--- src/rtl/timer_apb_regs.sv ---
// APB register slave for an 8-bit timer: TDR reload value, TCR control bits,
// sticky TSR flags and a read-only view of the live counter value.
module timer_apb_regs #(
  parameter int WAIT = 1
) (
  input  logic       pclk,
  input  logic       presetn,
  input  logic       psel,
  input  logic       penable,
  input  logic       pwrite,
  input  logic [7:0] paddr,
  input  logic [7:0] pwdata,
  output logic [7:0] prdata,
  output logic       pready,
  output logic       pslverr,
  output logic [7:0] tdr_o,
  output logic       load_o,
  output logic       dw_o,
  output logic       en_o,
  output logic [1:0] cks_o,
  input  logic       ovf_i,
  input  logic       udf_i,
  input  logic [7:0] cnt_i,
  output logic [1:0] state_o
);

  // APB handshake: a transfer completes on the rising edge where psel, penable
  // and pready are all high; pready is high only while the FSM is in ACCESS.
  localparam logic [1:0] ST_IDLE   = 2'd0;
  localparam logic [1:0] ST_SETUP  = 2'd1;
  localparam logic [1:0] ST_WAIT   = 2'd2;
  localparam logic [1:0] ST_ACCESS = 2'd3;

  localparam logic [7:0] TCR_MASK = 8'hB3;

  logic [1:0] state_q, state_d;
  logic [7:0] tdr_q, tdr_d;
  logic [7:0] tcr_q, tcr_d;
  logic [1:0] tsr_q, tsr_d;

  logic       xfer;
  logic       addr_err;
  logic       wr_en;
  logic [1:0] tsr_keep;
  logic [7:0] rdata;

  always_comb begin
    state_d = state_q;
    case (state_q)
      ST_IDLE:   if (psel && !penable) state_d = ST_SETUP;
      ST_SETUP: begin
        if (!psel)          state_d = ST_IDLE;
        else if (WAIT != 0) state_d = ST_WAIT;
        else                state_d = ST_ACCESS;
      end
      // Losing psel while stalled abandons the transfer.
      ST_WAIT:   state_d = psel ? ST_ACCESS : ST_IDLE;
      ST_ACCESS: state_d = (psel && !penable) ? ST_SETUP : ST_IDLE;
      default:   state_d = ST_IDLE;
    endcase
  end

  assign xfer     = (state_q == ST_ACCESS) && psel && penable;
  assign addr_err = (paddr > 8'd3) || (pwrite && (paddr == 8'd3));
  assign wr_en    = xfer && pwrite && !addr_err;

  always_comb begin
    rdata = 8'h00;
    case (paddr)
      8'd0:    rdata = tdr_q;
      8'd1:    rdata = tcr_q;
      8'd2:    rdata = {6'b0, tsr_q};
      8'd3:    rdata = cnt_i;
      default: rdata = 8'h00;
    endcase
  end

  // Writing 0 clears a flag; a same-cycle hardware pulse still sets it.
  assign tsr_keep = (wr_en && (paddr == 8'd2)) ? pwdata[1:0] : 2'b11;

  always_comb begin
    tdr_d = tdr_q;
    tcr_d = tcr_q;
    tsr_d = (tsr_q & tsr_keep) | {udf_i, ovf_i};
    if (wr_en && (paddr == 8'd0)) tdr_d = pwdata;
    if (wr_en && (paddr == 8'd1)) tcr_d = pwdata & TCR_MASK;
  end

  always_ff @(posedge pclk or negedge presetn) begin
    if (!presetn) begin
      state_q <= ST_IDLE;
      tdr_q   <= 8'h00;
      tcr_q   <= 8'h00;
      tsr_q   <= 2'b00;
    end else begin
      state_q <= state_d;
      tdr_q   <= tdr_d;
      tcr_q   <= tcr_d;
      tsr_q   <= tsr_d;
    end
  end

  assign pready  = (state_q == ST_ACCESS);
  assign pslverr = xfer && addr_err;
  assign prdata  = (xfer && !pwrite && !addr_err) ? rdata : 8'h00;

  assign tdr_o   = tdr_q;
  assign load_o  = tcr_q[7];
  assign dw_o    = tcr_q[5];
  assign en_o    = tcr_q[4];
  assign cks_o   = tcr_q[1:0];
  assign state_o = state_q;

endmodule
--- config.mk ---
export PLATFORM = sky130hd
export DESIGN_NAME = timer_apb_regs
export DESIGN_NICKNAME = d
export VERILOG_FILES = /design/src/rtl/timer_apb_regs.sv
export SDC_FILE = /design/constraint.sdc
export NUM_CORES = 1
export LEC_CHECK = 0
export BUFFER_PORTS_ARGS = -buffer_cell sky130_fd_sc_hd__buf_2
export CAP_MARGIN = 20
export CORE_UTILIZATION = 45
export CTS_CLUSTER_SIZE = 28
export DETAILED_ROUTE_END_ITERATION = 10
export PLACE_DENSITY = 0.83
export SETUP_SLACK_MARGIN = 0.4
export SLEW_MARGIN = 20
export SYNTH_ARGS = -nofsm -noshare
export SYNTH_HDL_FRONTEND = slang
export SYNTH_SLANG_ARGS = --single-unit
--- constraint.sdc ---
create_clock -name pclk -period 2 [get_ports pclk]
set_input_delay 0.1 -clock pclk [delete_from_list [all_inputs] [get_ports pclk]]
set_output_delay 0.1 -clock pclk [all_outputs]
set_load 0.005 [all_outputs]
# After elaboration in Yosys (flattened, before gate mapping)
# Cells that the tools add are included.
[classes]
mux = 8
eq_ne = 7
reduce_logical = 18
n_bitwise = 2
magnitude_cmp = 1
[op_table]
columns = ["operator", "n"]
rows = [
  ["one-hot mux 8 bit (4 select lines)", 1],
  ["== test 8 x 2 -> 1 bit, second input constant", 2],
  ["logical AND 1 bit", 12],
  ["== test 8 x 1 -> 1 bit, second input constant", 1],
  ["greater-than comparator 8 x 2 -> 1 bit, second input constant", 1],
  ["zero test 8 bit", 1],
  ["two-way mux 2 bit", 4],
  ["two-way mux 8 bit", 1],
  ["one-hot mux 2 bit (4 select lines)", 1],
  ["== test 2 bit, second input constant", 2],
  ["zero test 1 bit", 3],
  ["bitwise AND 2 bit", 1],
  ["== test 2 x 1 -> 1 bit, second input constant", 1],
  ["zero test 2 bit", 1],
  ["inequality test 2 bit, second input constant", 1],
  ["OR 2 bit", 1],
  ["logical OR 1 bit", 1],
  ["two-way mux 1 bit", 1],
]
[totals]
inputBits = 31
out_inout_bits = 25
register_bits = 17
word_cells = 40

# Depth between registers and ports, before layout
[depth]
ltp_word = 9
ltp_mapped = 4

# Least setup slack after synthesis
# No wires, ideal clock.
[synth_timing]
kind = "reg2reg"
startpoint = "register state_q[1], in the netlist state_o[1]"
endpoint = "register tdr_q[0], in the netlist tdr_o[0]"
setup_time_ns = 0.125
t_required_ns = 1.875
stages_incl_launch_ff = 4
slack_ns = 0.682
path_buffers = 0
period_less_slack_ns = 1.318
arrival_time_ns = 1.194
path_cell_list = "dfrtp_1 -> and4_1 -> nand4_2 -> mux2_2"
[synth_via]
elab_chain_cells = 6
[synth_rtl]
columns = ["item", "line", "rtl"]
rows = [
  ["from (decl)", "36", "logic [1:0] state_q, state_d;"],
  ["from (signal assigned)", "96", "state_q <= state_d;"],
  ["== test 2 bit", "63", "assign xfer = (state_q == ST_ACCESS) && psel && penable;"],
  ["logical AND 1 bit (2 in series)", "63", ""],
  ["logical AND 1 bit (2 in series)", "65", "assign wr_en = xfer && pwrite && !addr_err;"],
  ["logical AND 1 bit", "85", "if (wr_en && (paddr == 8'd0)) tdr_d = pwdata;"],
  ["to (signal assigned)", "97", "tdr_q <= tdr_d;"],
  ["to (decl)", "37", "logic [7:0] tdr_q, tdr_d;"],
]
# No other way between the ends.
# A chain may end at the register's enable or synchronous reset.

# Worst setup path after layout
[layout_timing]
startpoint = "register state_q[0], in the netlist state_o[0]"
endpoint = "output prdata[0]"
[layout_via]
elab_chain_cells = 6
[layout_rtl]
columns = ["item", "line", "rtl"]
rows = [
  ["== test 2 bit", "63", ""],
  ["logical AND 1 bit (2 in series)", "63", ""],
  ["logical AND 1 bit (2 in series)", "105", "assign prdata = (xfer && !pwrite && !addr_err) ? rdata : 8'h00;"],
  ["two-way mux 8 bit", "105", ""],
  ["to (decl)", "13", "output logic [7:0] prdata,"],
]
# No other way between the ends.

==> results by group <==
CTS
  – Clock Path Buffers: 2
  – H-tree lvl count: 1
  – Worst-path clk slew: 0.10 ns
  – Worst skew pair latency: 0.28 ns
  – Root buffer cell: clkbuf_4
  – CTS buffer count: 3
  – CTS tree: done
  – Clk sink count: 17

Timing
  – Fmax: 657 MHz
  – Fin crit period: 1.52 ns
  – Hold Fails Final Rpt: 0
  – PnR worst setup slack: 0.478 ns
  – Slew headroom: 0.724
  – Final Max Tran Viols: 0
  – Post-route clock skew: 0.00715 ns
  – RSZ-0062 raised after global routing: true
  – Fin crit share: 0.761
  – Post-route setup TNS: 0 ns
  – Slew @ Worst Pin: 0.412 ns
  – Final Setup Violations: 0

Synthesis
  – Gate Count Post-Synth: 80
  – Yosys reg bits: 17
  – Seq/Total Area, Yosys: 0.458
  – Synth Cell Area: 930 µm²
  – Mean Syn Cell Area: 11.6 µm²
  – Netlist cell types: 23
  – Synthesized Nets: 111
  – Synth warnings: 0

Cells and area
  – Antenna diode count: 0
  – Commonest cells after routing, fill and taps aside: buf_2 (55), dfrtp_1 (17), mux2_2 (16)
  – Commonest non-fill, non-tap cell in the layout: buf_2
  – Post-route insts no fill: 171
  – Share of cells above drive strength 1: 0.625
  – Area Growth Syn to Fin: 43.1%
  – Design area: 0.00133 mm²
  – Area of the multi-input gates: 507 µm²
  – FF+latch area: 425 µm²
  – Post-layout util: 0.685
  – Filler cell count: 160
  – Post-layout nets: 176

Placed design
  – Port buffer count: 55
  – Placed Cells: 160
  – Dpl hpwl: 1720 µm
  – Placement Cell Area: 0.00123 mm²
  – Setup WS pre-CTS: 0.478 ns
  – RePlAce Congestion: 0.675

Global routing
  – Vias in the first global route: 749
  – Number of antenna violations at the first check in global routing: 0
  – First-pass GRT wire length: 3150 µm
  – Largest net degree at the start of global routing: 18
  – Remaining global-route overflow: 0
  – Aggregate global-route resource usage: 0.213

Floorplan
  – DIE HEIGHT: 47.5 µm
  – Core area: 0.00194 mm²
  – Die X: 47.5 µm
  – Die Area: 0.00225 mm²
  – FP Rows: 16
  – Ports: 56
  – Initial Util: 0.479

Worst setup path
  – Worst path required time: 1.90 ns
  – Reg2Reg Setup Slack: 0.56 ns
  – Startpoint Class: register
  – CP Data Arrival Time: 1.42 ns
  – WS Path Type: register to primary output
  – Crit Path Max Fanout: 8
  – CP Capture Type: primary output

Drt
  – Routed wire length: 2370 µm
  – DRC Markers: 0
  – Drt first pass iters: 6
  – Wire per inst: 13.9 µm
  – Detail Route Antenna Nets: 0
  – Via count: 889
  – Iter 0 DRT Violations: 11
  – Average vias per placed instance: 5.20

Run status
  – Status: finished, final reports clean

Worst hold path
  – Hold Path Class: input port to register

Power
  – VDD IR max: 360 µV
  – Leakage: 0.000727 µW
  – PD cells: 479 mW/mm²

Flow run
  – Max-cap viol count: 0
==> layout make-up <==
| class | instances | area share |
|---|---|---|
| multi-input combinational | 60 | 0.381 |
| timing repair buffer | 62 | 0.251 |
| sequential | 17 | 0.320 |
| clock buffer | 4 | 0.0198 |
| tap | 27 | 0.0254 |
| inverter | 1 | 0.00282 |
==> Yosys cell counts <==
cell type / number / area (µm²)
dfrtp_1: 17 / 425
and4_1: 1 / 8.76
mux4_2: 2 / 45.0
nand4b_1: 1 / 8.76
a22oi_1: 3 / 22.5
nor4_4: 1 / 21.3
inv_1: 1 / 3.75
nand4_1: 1 / 6.26
mux2_2: 16 / 180
nor2b_1: 3 / 18.8
and4_2: 1 / 10.0
and2_1: 3 / 18.8
and3b_1: 2 / 17.5
nand2_1: 3 / 11.3
nor2_1: 9 / 33.8
maj3_1: 1 / 10.0
nand4_2: 1 / 12.5
xor2_1: 1 / 8.76
nor3b_1: 1 / 7.51
clkbuf_1: 1 / 3.75
buf_2: 1 / 5.00
a21oi_1: 5 / 25.0
nand3_1: 5 / 25.0
==> worst paths after layout <==
path                            depth (start not counted)  startpoint   endpoint
worst max register to register                          4  state_o[0]   tdr_o[0]
worst max-delay path                                    5  state_o[0]  prdata[0]
min in group asynchronous                               2     presetn   tdr_o[6]
worst min-delay path                                    2   pwdata[6]   tdr_o[6]
worst min register to register                          1    tcr_q[4]   tcr_q[4]
max in group asynchronous                               2     presetn   tcr_q[0]
==> power by group <==
part	switching (µW)	total, µW	internal, µW	leakage (µW)
Sequential	2.61	351	348	0.000225
Combinational	51.2	109	57.6	0.000487
Clock	100	177	77.3	0.0000150
Total	154	637	483	0.000727
==> flip-flops by register name, indices dropped and copies added, names as in the netlist <==
signal / cells
state_o: 2
tcr_q: 5
tdr_o: 8
tsr_q: 2
==> cells by family (layout without fill, tap and decap cells) <==
kind of cell    Yosys count  after routing  synth area share
flops                    17             17             0.458
buf+inv                   3             67            0.0134
xor+xnor                  1              1           0.00942
simple gates             32             32             0.215
mux                      18             18             0.242
fa+ha+maj                 1              1            0.0108
compound gates            8              8            0.0511
==> worst max-delay path, cell delays in order, from the launching register on <==
cell and delay [ns]:
dfrtp_1 0.36, and4_4 0.24, nand4b_1 0.13, buf_6 0.18, nor2b_1 0.11, buf_2 0.12
==> per-stage QoR <==
step,power (µW),hold slack [ns]
final,637,0.0451
after global routing,670,0.0295
after CTS,635,0.0378
after detailed placement,450,0.0324
after global placement,446,0.0259
after floorplan,396,-0.196
==> layer usage <==
metal | share of wire | global-route usage | up-vias
met5 | 0 | 0 | -
met4 | 0.0059 | 0.0857 | 0
met3 | 0.041 | 0.0340 | 2
met2 | 0.54 | 0.392 | 32
met1 | 0.42 | 0.246 | 433
li1 | - | - | 422
==> repair_timing <==
item | 4_1_cts | 5_1_grt
setup buffers | 3 | 3
endpoints found under the setup margin | 8 | 8
gates resized for setup | 1 | 6
endpoints found under the hold margin | 17 | 0
hold buffers | 1 | 0
cloned | 0 | 0
pin swaps | 0 | 1
Note: power is estimated with default switching activity, not from simulation.
